[config.mk]
export PLATFORM = sky130hd
export DESIGN_NAME = acs_accumulator_flat
export DESIGN_NICKNAME = d
export VERILOG_FILES = /design/src/rtl/acs_accumulator_if.sv /design/src/rtl/acs_accumulator.sv /design/src/flat_wrapper.sv
export SDC_FILE = /design/constraint.sdc
export NUM_CORES = 1
export LEC_CHECK = 0
export BUFFER_PORTS_ARGS = -buffer_cell sky130_fd_sc_hd__buf_2
export CELL_PAD_IN_SITES_DETAIL_PLACEMENT = 1
export CELL_PAD_IN_SITES_GLOBAL_PLACEMENT = 1
export CORE_MARGIN = 2
export CORE_UTILIZATION = 40
export DETAILED_ROUTE_END_ITERATION = 6
export PLACE_DENSITY_LB_ADDON = 0.1
export SLEW_MARGIN = 20
export SYNTH_ARGS = -nofsm -noshare
export SYNTH_HDL_FRONTEND = slang
export SYNTH_SLANG_ARGS = --single-unit
[constraint.sdc]
create_clock -name clk -period 4.94 [get_ports clk]
set_clock_uncertainty 0.1 [all_clocks]
set_input_delay 0.494 -clock clk [delete_from_list [all_inputs] [get_ports clk]]
set_output_delay 0.494 -clock clk [all_outputs]
set_load 0.01 [all_outputs]
[src/rtl/acs_accumulator_if.sv]
// rtl/acs_accumulator_if.sv - command/response bundle for acs_accumulator
interface acs_accumulator_if;
  logic       in_valid;
  logic       in_ready;
  logic [1:0] in_op;
  logic [3:0] in_data;
  logic       out_valid;
  logic       out_ready;
  logic [3:0] acc;
  logic       carry;
  logic       ovf;
  logic       zero;

  modport master (
    output in_valid, in_op, in_data, out_ready,
    input  in_ready, out_valid, acc, carry, ovf, zero
  );

  modport slave (
    input  in_valid, in_op, in_data, out_ready,
    output in_ready, out_valid, acc, carry, ovf, zero
  );
endinterface

[src/rtl/acs_accumulator.sv]
// rtl/acs_accumulator.sv - registered 4-bit accumulator on the add/sub stage
// with valid/ready handshake, carry/overflow/zero flags and optional saturation.
module acs_accumulator #(
  parameter bit SAT_EN = 1'b0
) (
  input logic               clk,
  input logic               rst_n,
  acs_accumulator_if.slave  bus
);
  localparam logic [1:0] OP_LOAD  = 2'b00;
  localparam logic [1:0] OP_ADD   = 2'b01;
  localparam logic [1:0] OP_SUB   = 2'b10;
  localparam logic [1:0] OP_CLEAR = 2'b11;

  typedef enum logic [1:0] {S_IDLE, S_EXEC, S_RESP} state_t;

  state_t     r_state;
  state_t     w_next;
  logic       w_in_ready;
  logic       w_out_valid;
  logic       w_accept;

  logic [1:0] r_op;
  logic [3:0] r_operand;
  logic [3:0] r_acc;
  logic       r_carry;
  logic       r_ovf;
  logic       r_zero;

  logic       w_sel;
  logic [3:0] w_b;
  logic [4:0] w_sum;
  logic [3:0] w_raw;
  logic       w_raw_carry;
  logic       w_raw_ovf;
  logic [3:0] w_acc_new;
  logic       w_carry_new;
  logic       w_ovf_new;

  always_ff @(posedge clk) begin
    if (!rst_n) r_state <= S_IDLE;
    else        r_state <= w_next;
  end

  always_comb begin
    w_next      = r_state;
    w_in_ready  = 1'b0;
    w_out_valid = 1'b0;
    case (r_state)
      S_IDLE: begin
        w_in_ready = 1'b1;
        if (bus.in_valid) w_next = S_EXEC;
      end
      S_EXEC: w_next = S_RESP;
      S_RESP: begin
        w_out_valid = 1'b1;
        if (bus.out_ready) w_next = S_IDLE;
      end
      default: w_next = S_IDLE;
    endcase
  end

  assign w_accept = w_in_ready & bus.in_valid;

  always_ff @(posedge clk) begin
    if (!rst_n) begin
      r_op      <= OP_LOAD;
      r_operand <= 4'h0;
    end else if (w_accept) begin
      r_op      <= bus.in_op;
      r_operand <= bus.in_data;
    end
  end

  // Add/sub stage: SUB is acc + ~operand + 1, so carry-out means "no borrow".
  assign w_sel       = (r_op == OP_SUB);
  assign w_b         = w_sel ? ~r_operand : r_operand;
  assign w_sum       = {1'b0, r_acc} + {1'b0, w_b} + {4'b0000, w_sel};
  assign w_raw       = w_sum[3:0];
  assign w_raw_carry = w_sum[4];
  assign w_raw_ovf   = (r_acc[3] == w_b[3]) & (w_raw[3] != r_acc[3]);

  always_comb begin
    w_acc_new   = 4'h0;
    w_carry_new = 1'b0;
    w_ovf_new   = 1'b0;
    case (r_op)
      OP_LOAD:  w_acc_new = r_operand;
      OP_CLEAR: w_acc_new = 4'h0;
      default: begin
        w_carry_new = w_raw_carry;
        w_ovf_new   = w_raw_ovf;
        w_acc_new   = w_raw;
        // Flags keep describing the raw operation even when acc is clamped.
        if (SAT_EN) begin
          if ((r_op == OP_ADD) && w_raw_carry)  w_acc_new = 4'hF;
          if ((r_op == OP_SUB) && !w_raw_carry) w_acc_new = 4'h0;
        end
      end
    endcase
  end

  always_ff @(posedge clk) begin
    if (!rst_n) begin
      r_acc   <= 4'h0;
      r_carry <= 1'b0;
      r_ovf   <= 1'b0;
      r_zero  <= 1'b1;
    end else if (r_state == S_EXEC) begin
      r_acc   <= w_acc_new;
      r_carry <= w_carry_new;
      r_ovf   <= w_ovf_new;
      r_zero  <= (w_acc_new == 4'h0);
    end
  end

  assign bus.in_ready  = w_in_ready;
  assign bus.out_valid = w_out_valid;
  assign bus.acc       = r_acc;
  assign bus.carry     = r_carry;
  assign bus.ovf       = r_ovf;
  assign bus.zero      = r_zero;
endmodule

[src/flat_wrapper.sv]
// flat-port wrapper written by rule: the top's interface ports become plain ports
module acs_accumulator_flat 
#(
  parameter bit SAT_EN = 1'b0
)
  (clk, rst_n, bus_in_valid, bus_in_op, bus_in_data, bus_out_ready, bus_in_ready, bus_out_valid, bus_acc, bus_carry, bus_ovf, bus_zero);
  acs_accumulator_if bus_i ();
  input logic clk;
  input logic rst_n;
  input wire logic [$bits(bus_i.in_valid)-1:0] bus_in_valid;
  input wire logic [$bits(bus_i.in_op)-1:0] bus_in_op;
  input wire logic [$bits(bus_i.in_data)-1:0] bus_in_data;
  input wire logic [$bits(bus_i.out_ready)-1:0] bus_out_ready;
  output wire logic [$bits(bus_i.in_ready)-1:0] bus_in_ready;
  output wire logic [$bits(bus_i.out_valid)-1:0] bus_out_valid;
  output wire logic [$bits(bus_i.acc)-1:0] bus_acc;
  output wire logic [$bits(bus_i.carry)-1:0] bus_carry;
  output wire logic [$bits(bus_i.ovf)-1:0] bus_ovf;
  output wire logic [$bits(bus_i.zero)-1:0] bus_zero;
  assign bus_i.in_valid = bus_in_valid;
  assign bus_i.in_op = bus_in_op;
  assign bus_i.in_data = bus_in_data;
  assign bus_i.out_ready = bus_out_ready;
  assign bus_in_ready = bus_i.in_ready;
  assign bus_out_valid = bus_i.out_valid;
  assign bus_acc = bus_i.acc;
  assign bus_carry = bus_i.carry;
  assign bus_ovf = bus_i.ovf;
  assign bus_zero = bus_i.zero;
  acs_accumulator #(.SAT_EN(SAT_EN)) u_core (.clk(clk), .rst_n(rst_n), .bus(bus_i));
endmodule
==> results of run 1 <==
Yosys cell counts, types with 2 or more instances:
| library cell | number | area [um2] |
|---|---|---|
| nand2_1 | 8 | 30.0 |
| nor2_1 | 13 | 48.8 |
| nor3_1 | 2 | 10.0 |
| o21ai_1 | 2 | 10.0 |
| o211ai_1 | 3 | 22.5 |
| a21oi_1 | 8 | 40.0 |
| ha_1 | 6 | 75.1 |
| nand2b_1 | 4 | 25.0 |
| dfxtp_1 | 15 | 300 |
| nor2b_1 | 3 | 18.8 |
| o21a_1 | 2 | 15.0 |
| inv_1 | 5 | 18.8 |
| clkbuf_1 | 3 | 11.3 |
| mux2i_1 | 6 | 60.1 |
| xor2_1 | 4 | 35.0 |
critical path: cells and delay by family (launching register included):
| kind | cells | cell delay (ns) |
|---|---|---|
| xor gates and xnor gates | 2 | 0.39 |
| adders and majority gates | 2 | 0.69 |
| buffers and inverters | 2 | 0.17 |
| and+or+nand+nor | 1 | 0.06 |
| muxes | 1 | 0.21 |
| AOI/OAI and AO/OA | 1 | 0.21 |
| DFF | 1 | 0.31 |
final cells by class:
cell class | instances | area [um2]
Sequential cell | 15 | 300
Fill cell | 258 | 983
Inverter | 5 | 18.8
Timing Repair Buffer | 19 | 97.6
Clock buffer | 4 | 26.3
Tap cell | 27 | 33.8
Multi-Input combinational cell | 75 | 522
state kept, by name (all words and copies together), names as in the netlist:
| signal | count |
|---|---|
| u_core.bus.acc | 4 |
| u_core.bus.carry | 1 |
| u_core.bus.ovf | 1 |
| u_core.bus.zero | 1 |
| u_core.r_op | 2 |
| u_core.r_operand | 4 |
| u_core.r_state | 2 |
routing by layer:
| layer | GRT usage | vias to the layer above |
|---|---|---|
| met5 | 0 | - |
| met4 | 0.0541 | 0 |
| met3 | 0.0357 | 2 |
| met2 | 0.316 | 14 |
| met1 | 0.218 | 346 |
| li1 | - | 375 |
worst max-delay path by stage:
stage | start | end | slack (ns)
final | u_core.r_op[0] | u_core.bus.zero | 2.69
after global routing | u_core.r_op[0] | u_core.bus.zero | 2.56
after CTS | u_core.r_op[0] | u_core.bus.zero | 2.67
after detailed placement | u_core.r_op[0] | u_core.bus.zero | 2.70
after global placement | u_core.r_op[0] | u_core.bus.zero | 2.77
after floorplan | u_core.r_op[0] | u_core.bus.zero | 2.88
power groups by stage:
stage	clock network (mW)	logic [mW]	registers, mW
floorplan	0	0.0502	0.137
global placement	0	0.0682	0.137
detailed placement	0	0.0704	0.138
CTS	0.0759	0.0712	0.135
global route	0.0821	0.0799	0.136
finish	0.0733	0.0699	0.134
kinds of logic (layout without fill, tap and decap cells):
kind of cell / Yosys count / after routing
and+or+nand+nor: 37 / 37
AOI/OAI and AO/OA: 20 / 20
DFF: 15 / 15
buffers and inverters: 9 / 28
adders and majority gates: 7 / 7
muxes: 6 / 6
xor gates and xnor gates: 5 / 5
stage by stage:
step / total power, mW / instance area, um2 / hold WS [ns] / util / setup slack, ns
floorplan: 0.187 / 857 / 0.381 / - / 2.88
global placement: 0.205 / 972 / 0.341 / 0.491 / 2.77
detailed placement: 0.208 / 972 / 0.348 / 0.491 / 2.70
CTS: 0.282 / 998 / 0.318 / 0.504 / 2.67
global route: 0.298 / 998 / 0.352 / 0.504 / 2.56
finish: 0.278 / 998 / 0.324 / 0.504 / 2.69
layout by cell type, fill, tap and decap left out:
cell type | Yosys | routed
inv_1 | 5 | 5
xor2_1 | 4 | 4
nor2b_1 | 3 | 3
fa_1 | 1 | 1
a31o_1 | 1 | 1
ha_1 | 6 | 6
nor3_2 | 1 | 1
nand2_1 | 8 | 8
and3_1 | 1 | 1
o21ai_1 | 2 | 2
o21ai_0 | 1 | 1
clkbuf_1 | 3 | 1
nor3b_1 | 1 | 1
mux2i_1 | 6 | 6
o211ai_1 | 3 | 3
and2b_2 | 1 | 1
nor3_1 | 2 | 2
clkbuf_4 | 0 | 3
o21a_1 | 2 | 2
o2111a_1 | 1 | 1
and2_1 | 1 | 1
buf_4 | 0 | 1
nand3_1 | 1 | 1
nand2b_1 | 4 | 4
xnor2_1 | 1 | 1
buf_2 | 1 | 18
o41ai_2 | 1 | 1
a21oi_1 | 8 | 8
dfxtp_1 | 15 | 15
nand2_4 | 1 | 1
o22ai_1 | 1 | 1
nor2_1 | 13 | 13
==> impl_metrics.toml, run 1 <==
[yosys]
async_flop_share = 0
synth_area_um2 = 857
ys_seq_area_frac = 0.350
ys_types = 30
synth-compound-area-share = 0.158
synth-edff-count = 0
syn_inst = 99
ys_seq_elements = 15
syn_nets = 116
synth-xor-area-share = 0.0511
ys_warn_count = 0
synth_ff_type = "dfxtp_1"
synthMuxAreaShare = 0.0701
yosys.area_share.simple = 0.219
synth_top_family_by_area = "simple AND/OR/NAND/NOR gates"
synth_fa_ha_area_frac = 0.111
avgSynthCellArea_um2 = 8.66

[min_path]
hold_depth = 3
hp-class = "in2reg"
holdPathEnd = "u_core.r_op[0]"
worstHoldStart = "bus_in_op[0]"

[die]
std_cell_rows = 16
initial_core_util = 0.432
ioPinCount = 19
dieArea_um2 = 2530
die_x_um = 50.3
core_um2 = 1980
fp.dieH_um = 50.3

[sta]
maxSlewViolCount = 0
fmax_ghz = 0.445
relSlewSlack = 0.682
period_needed_ns = 2.25
tightest_slew_ns = 0.477
timing.final.crit_share = 0.455
rsz0062_at_grt = "false"
hold_viol_final = 0
setup_viol = 0
finalSetupTns_ns = 0

[setup_path]
worstReg2RegStart = "u_core.r_op[0]"
arrival_ns = 2.34
slowest_delay_ns = 0.43
cp-end-kind = "register"
crit_fanout = 4
cpMaxStageDelayCell = "fa_1"
crit_required_ns = 5.03
critPathKind = "reg2reg"
start_kind = "register"
r2r_end = "u_core.bus.zero"
r2r_setup_slack_ns = 2.69
r2r_cells = 9
crit_chain = "inv_1 -> ha_1 -> xor2_1 -> inv_1 -> fa_1 -> xor2_1 -> mux2i_1 -> nor2_1 -> a31o_1"

[routing]
drtAntennaViolNets = 0
wl_met3_um = 68
top_layer = "met4"
via_count = 737
dr_wl_met2_um = 993
viasPerCell = 5.08
wl_per_cell_um = 13.4
met1Wirelength_um = 858
post-route-drc-count = 0
finalWirelength_um = 1940
drt_iter0_drc = 2
dr.pass1.iters = 2

[cts]
clk_pin_slew_worst_paths_ns = 0.09
clock-root-buffer = "clkbuf_4"
cts.sinks = 15
cts_setup_buffers = 0
htree_num_levels = 1
clk_latency_ns = 0.29
clock_path_buffers = 2
post_cts_resized = 0
numCtsBuffers = 3
ctsHoldBuffers = 0
cts_tree = "yes"

[global_routing]
track_usage = 0.179
grt_pass1_wl_um = 3420
antenna_found_initial = 0
grt_max_degree = 12
gr-total-overflow = 0
grt_pass1_vias = 746

[placement]
dp_hpwl_um = 1560
dp_cells = 141
routabilityCongestion = 0.775
io_buffers = 18

[power_and_ir_drop]
max-vdd-ir-drop_mv = 0.147
clockPowerShare = 0.264
p_sw_frac = 0.315
cell_internal_pwr_uw = 190
switching_power_uw = 87.4
combPwrFrac = 0.252
p_leak_nw = 0.460
power_frac_seq = 0.484
p_per_area_nw_per_um2 = 278

[finish]
area_growth_pct = 16.5
layout-drive-gt1-share = 0.220
fin_cells = 145
n_antenna_cell = 0
nets = 136

[run_status]
status = "complete, no violations"

[flow_run]
maxCapViolations = 0
(Power assumes the default switching activity.)
==> inputs of run 2 (changes only) <==
--- a/config.mk
+++ b/config.mk
@@ -9,7 +9,7 @@
 export CELL_PAD_IN_SITES_DETAIL_PLACEMENT = 1
 export CELL_PAD_IN_SITES_GLOBAL_PLACEMENT = 1
 export CORE_MARGIN = 2
-export CORE_UTILIZATION = 40
+export CORE_UTILIZATION = 34
 export DETAILED_ROUTE_END_ITERATION = 6
 export PLACE_DENSITY_LB_ADDON = 0.1
 export SLEW_MARGIN = 20
==> constraint.sdc (replaced) <==
create_clock -name clk -period 1.8 [get_ports clk]
set_clock_uncertainty 0.1 [all_clocks]
set_input_delay 0.18 -clock clk [delete_from_list [all_inputs] [get_ports clk]]
set_output_delay 0.18 -clock clk [all_outputs]
set_load 0.01 [all_outputs]
==> run 2 against run 1 <==
Against the previous run: the flow now finishes with violations (setup timing); die area increased by 16%; final cell count is 12% higher; core utilization shrank 2.3 points; routed wire length up 24%; via count rose by 10%; worst hold slack worse by 0.31 ns; non-clock buffer count increased by 14; first-iteration DRC count rose to 3.0 times the previous value; clock power increased to 2.8 times the previous value; clock-buffer cell count is the same; critical endpoint is now u_core.bus.acc[2]; largest cell class unchanged.
==> impl_metrics.toml, run 2 (synthesis results as in run 1) <==
[sta]
relSlewSlack = 0.716
period_needed_ns = 2.10
hold_ws_ns = 0.0144
timing.final.crit_share = 1.16
setup_viol = 6
tightest_slew_ns = 0.426
layout_setup_ws_ns = -0.296
rsz0062_at_grt = "true"
hold_viol_final = 0
maxSlewViolCount = 0
finalSetupTns_ns = -1.31
fmax_ghz = 0.477

[cts]
cts_tree = "yes"
clock_path_buffers = 2
clock-root-buffer = "clkbuf_4"
numCtsBuffers = 3
clk_latency_ns = 0.29
ctsHoldBuffers = 0
htree_num_levels = 1
clk_pin_slew_worst_paths_ns = 0.09
cts.sinks = 15

[setup_path]
r2r_cells = 10
r2r_end = "u_core.bus.acc[2]"
slowest_delay_ns = 0.40
worstReg2RegStart = "u_core.r_op[0]"
cpMaxStageDelayCell = "fa_2"
startpoint = "u_core.r_op[0]"
crit_chain = "inv_2 -> ha_4 -> xor2_2 -> inv_2 -> fa_2 -> xor2_1 -> mux2i_1 -> buf_4 -> nor2_2 -> nor3_2"
critPathCapture = "u_core.bus.acc[2]"
r2r_setup_slack_ns = -0.30
cp-end-kind = "register"
crit_required_ns = 1.93
critPathKind = "reg2reg"
start_kind = "register"
arrival_ns = 2.22
crit_path_frequent_cell = "inv_2"
crit_fanout = 4

[routing]
drtAntennaViolNets = 0
viasPerCell = 5.02
via_count = 814
wl_per_cell_um = 14.9
finalWirelength_um = 2410
post-route-drc-count = 0
drt_iter0_drc = 6
dr.pass1.iters = 4

[min_path]
hp-class = "in2reg"

[global_routing]
grt_pass1_vias = 792
grt_max_degree = 12
gr-total-overflow = 0
antenna_found_initial = 0
grt_pass1_wl_um = 3570
track_usage = 0.177

[placement]
io_buffers = 18
dp_slack_ns = -0.256
dp_hpwl_um = 1790
routabilityCongestion = 0.801
dp_cells = 154

[die]
core_um2 = 2430
fp.dieH_um = 54.2
std_cell_rows = 18
die_x_um = 54.2
ioPinCount = 19
initial_core_util = 0.352
dieArea_um2 = 2940

[finish]
fin_cells = 162
layout-drive-gt1-share = 0.394
nets = 150
area_growth_pct = 36.4
final_cell_mix = "buf_2, buf_4, dfxtp_1"
n_antenna_cell = 0
final_common_cell = "buf_2"

[power_and_ir_drop]
max-vdd-ir-drop_mv = 0.447
totalPowerFinal_uw = 839
p_per_area_nw_per_um2 = 718
p_leak_nw = 0.535

[run_status]
violations = "setup timing"
status = "finished, violations left"

[flow_run]
maxCapViolations = 0
-- run 2: changes by cell type in the layout (fill, tap and decap cells not counted), moves of 2 or more --
cell     change
buf_4       +14
inv_2        +2
ha_4         +2
inv_1        -2
dfxtp_2      +2
dfxtp_1      -2
ha_1         -2
-- run 2: repair_timing --
action / in CTS / in global routing
cloned: 0 / 0
setup buffers: 1 / 3
hold endpoints to repair: 0 / 0
resized for setup: 2 / 5
pin swaps: 1 / 5
endpoints found under the setup margin: 6 / 6
-- run 2: how the worst min path moves through the flow --
| stage | cells after the start | from | to |
|---|---|---|---|
| after detailed placement | 3 | bus_in_op[1] | u_core.r_op[1] |
| after CTS | 3 | bus_in_op[1] | u_core.r_op[1] |
| after global placement | 3 | bus_in_op[1] | u_core.r_op[1] |
| after floorplan | 1 | rst_n | u_core.r_state[0] |
| final | 3 | bus_in_op[0] | u_core.r_op[0] |
| after global routing | 3 | bus_in_data[0] | u_core.r_operand[0] |
-- run 2: area by class of cell --
cell class                      count  area [um2]
Clock buffer                        4        26.3
Timing Repair Buffer               33         203
Fill cell                         310        1260
Multi-Input combinational cell     75         581
Tap cell                           30        37.5
Inverter                            5        18.8
Sequential cell                    15         303
-- run 2: layer usage --
layer | track usage | routed length [um] | vias up
met3 | 0.0444 | 96 | 6
met5 | 0 | 0 | -
li1 | - | - | 401
met4 | 0.100 | 44 | 0
met1 | 0.207 | 1010 | 389
met2 | 0.291 | 1260 | 18
-- run 2: worst max-delay path: cells and delay by family, from the launching register on --
family	cells	cell delay, ns
adders and majority gates	2	0.57
xor gates and xnor gates	2	0.35
DFF	1	0.33
buffers and inverters	3	0.28
muxes	1	0.22
and+or+nand+nor	2	0.18
-- run 2: stage by stage --
step                utilization  cell area (um2)
floorplan                     -              886
global placement          0.444             1080
detailed placement        0.444             1080
CTS                       0.462             1120
global route              0.480             1170
finish                    0.480             1170
-- run 2: report_power, final --
part	switching, mW	internal (mW)
Sequential	0.0189	0.352
Combinational	0.134	0.128
Clock	0.120	0.0863
Total	0.273	0.566
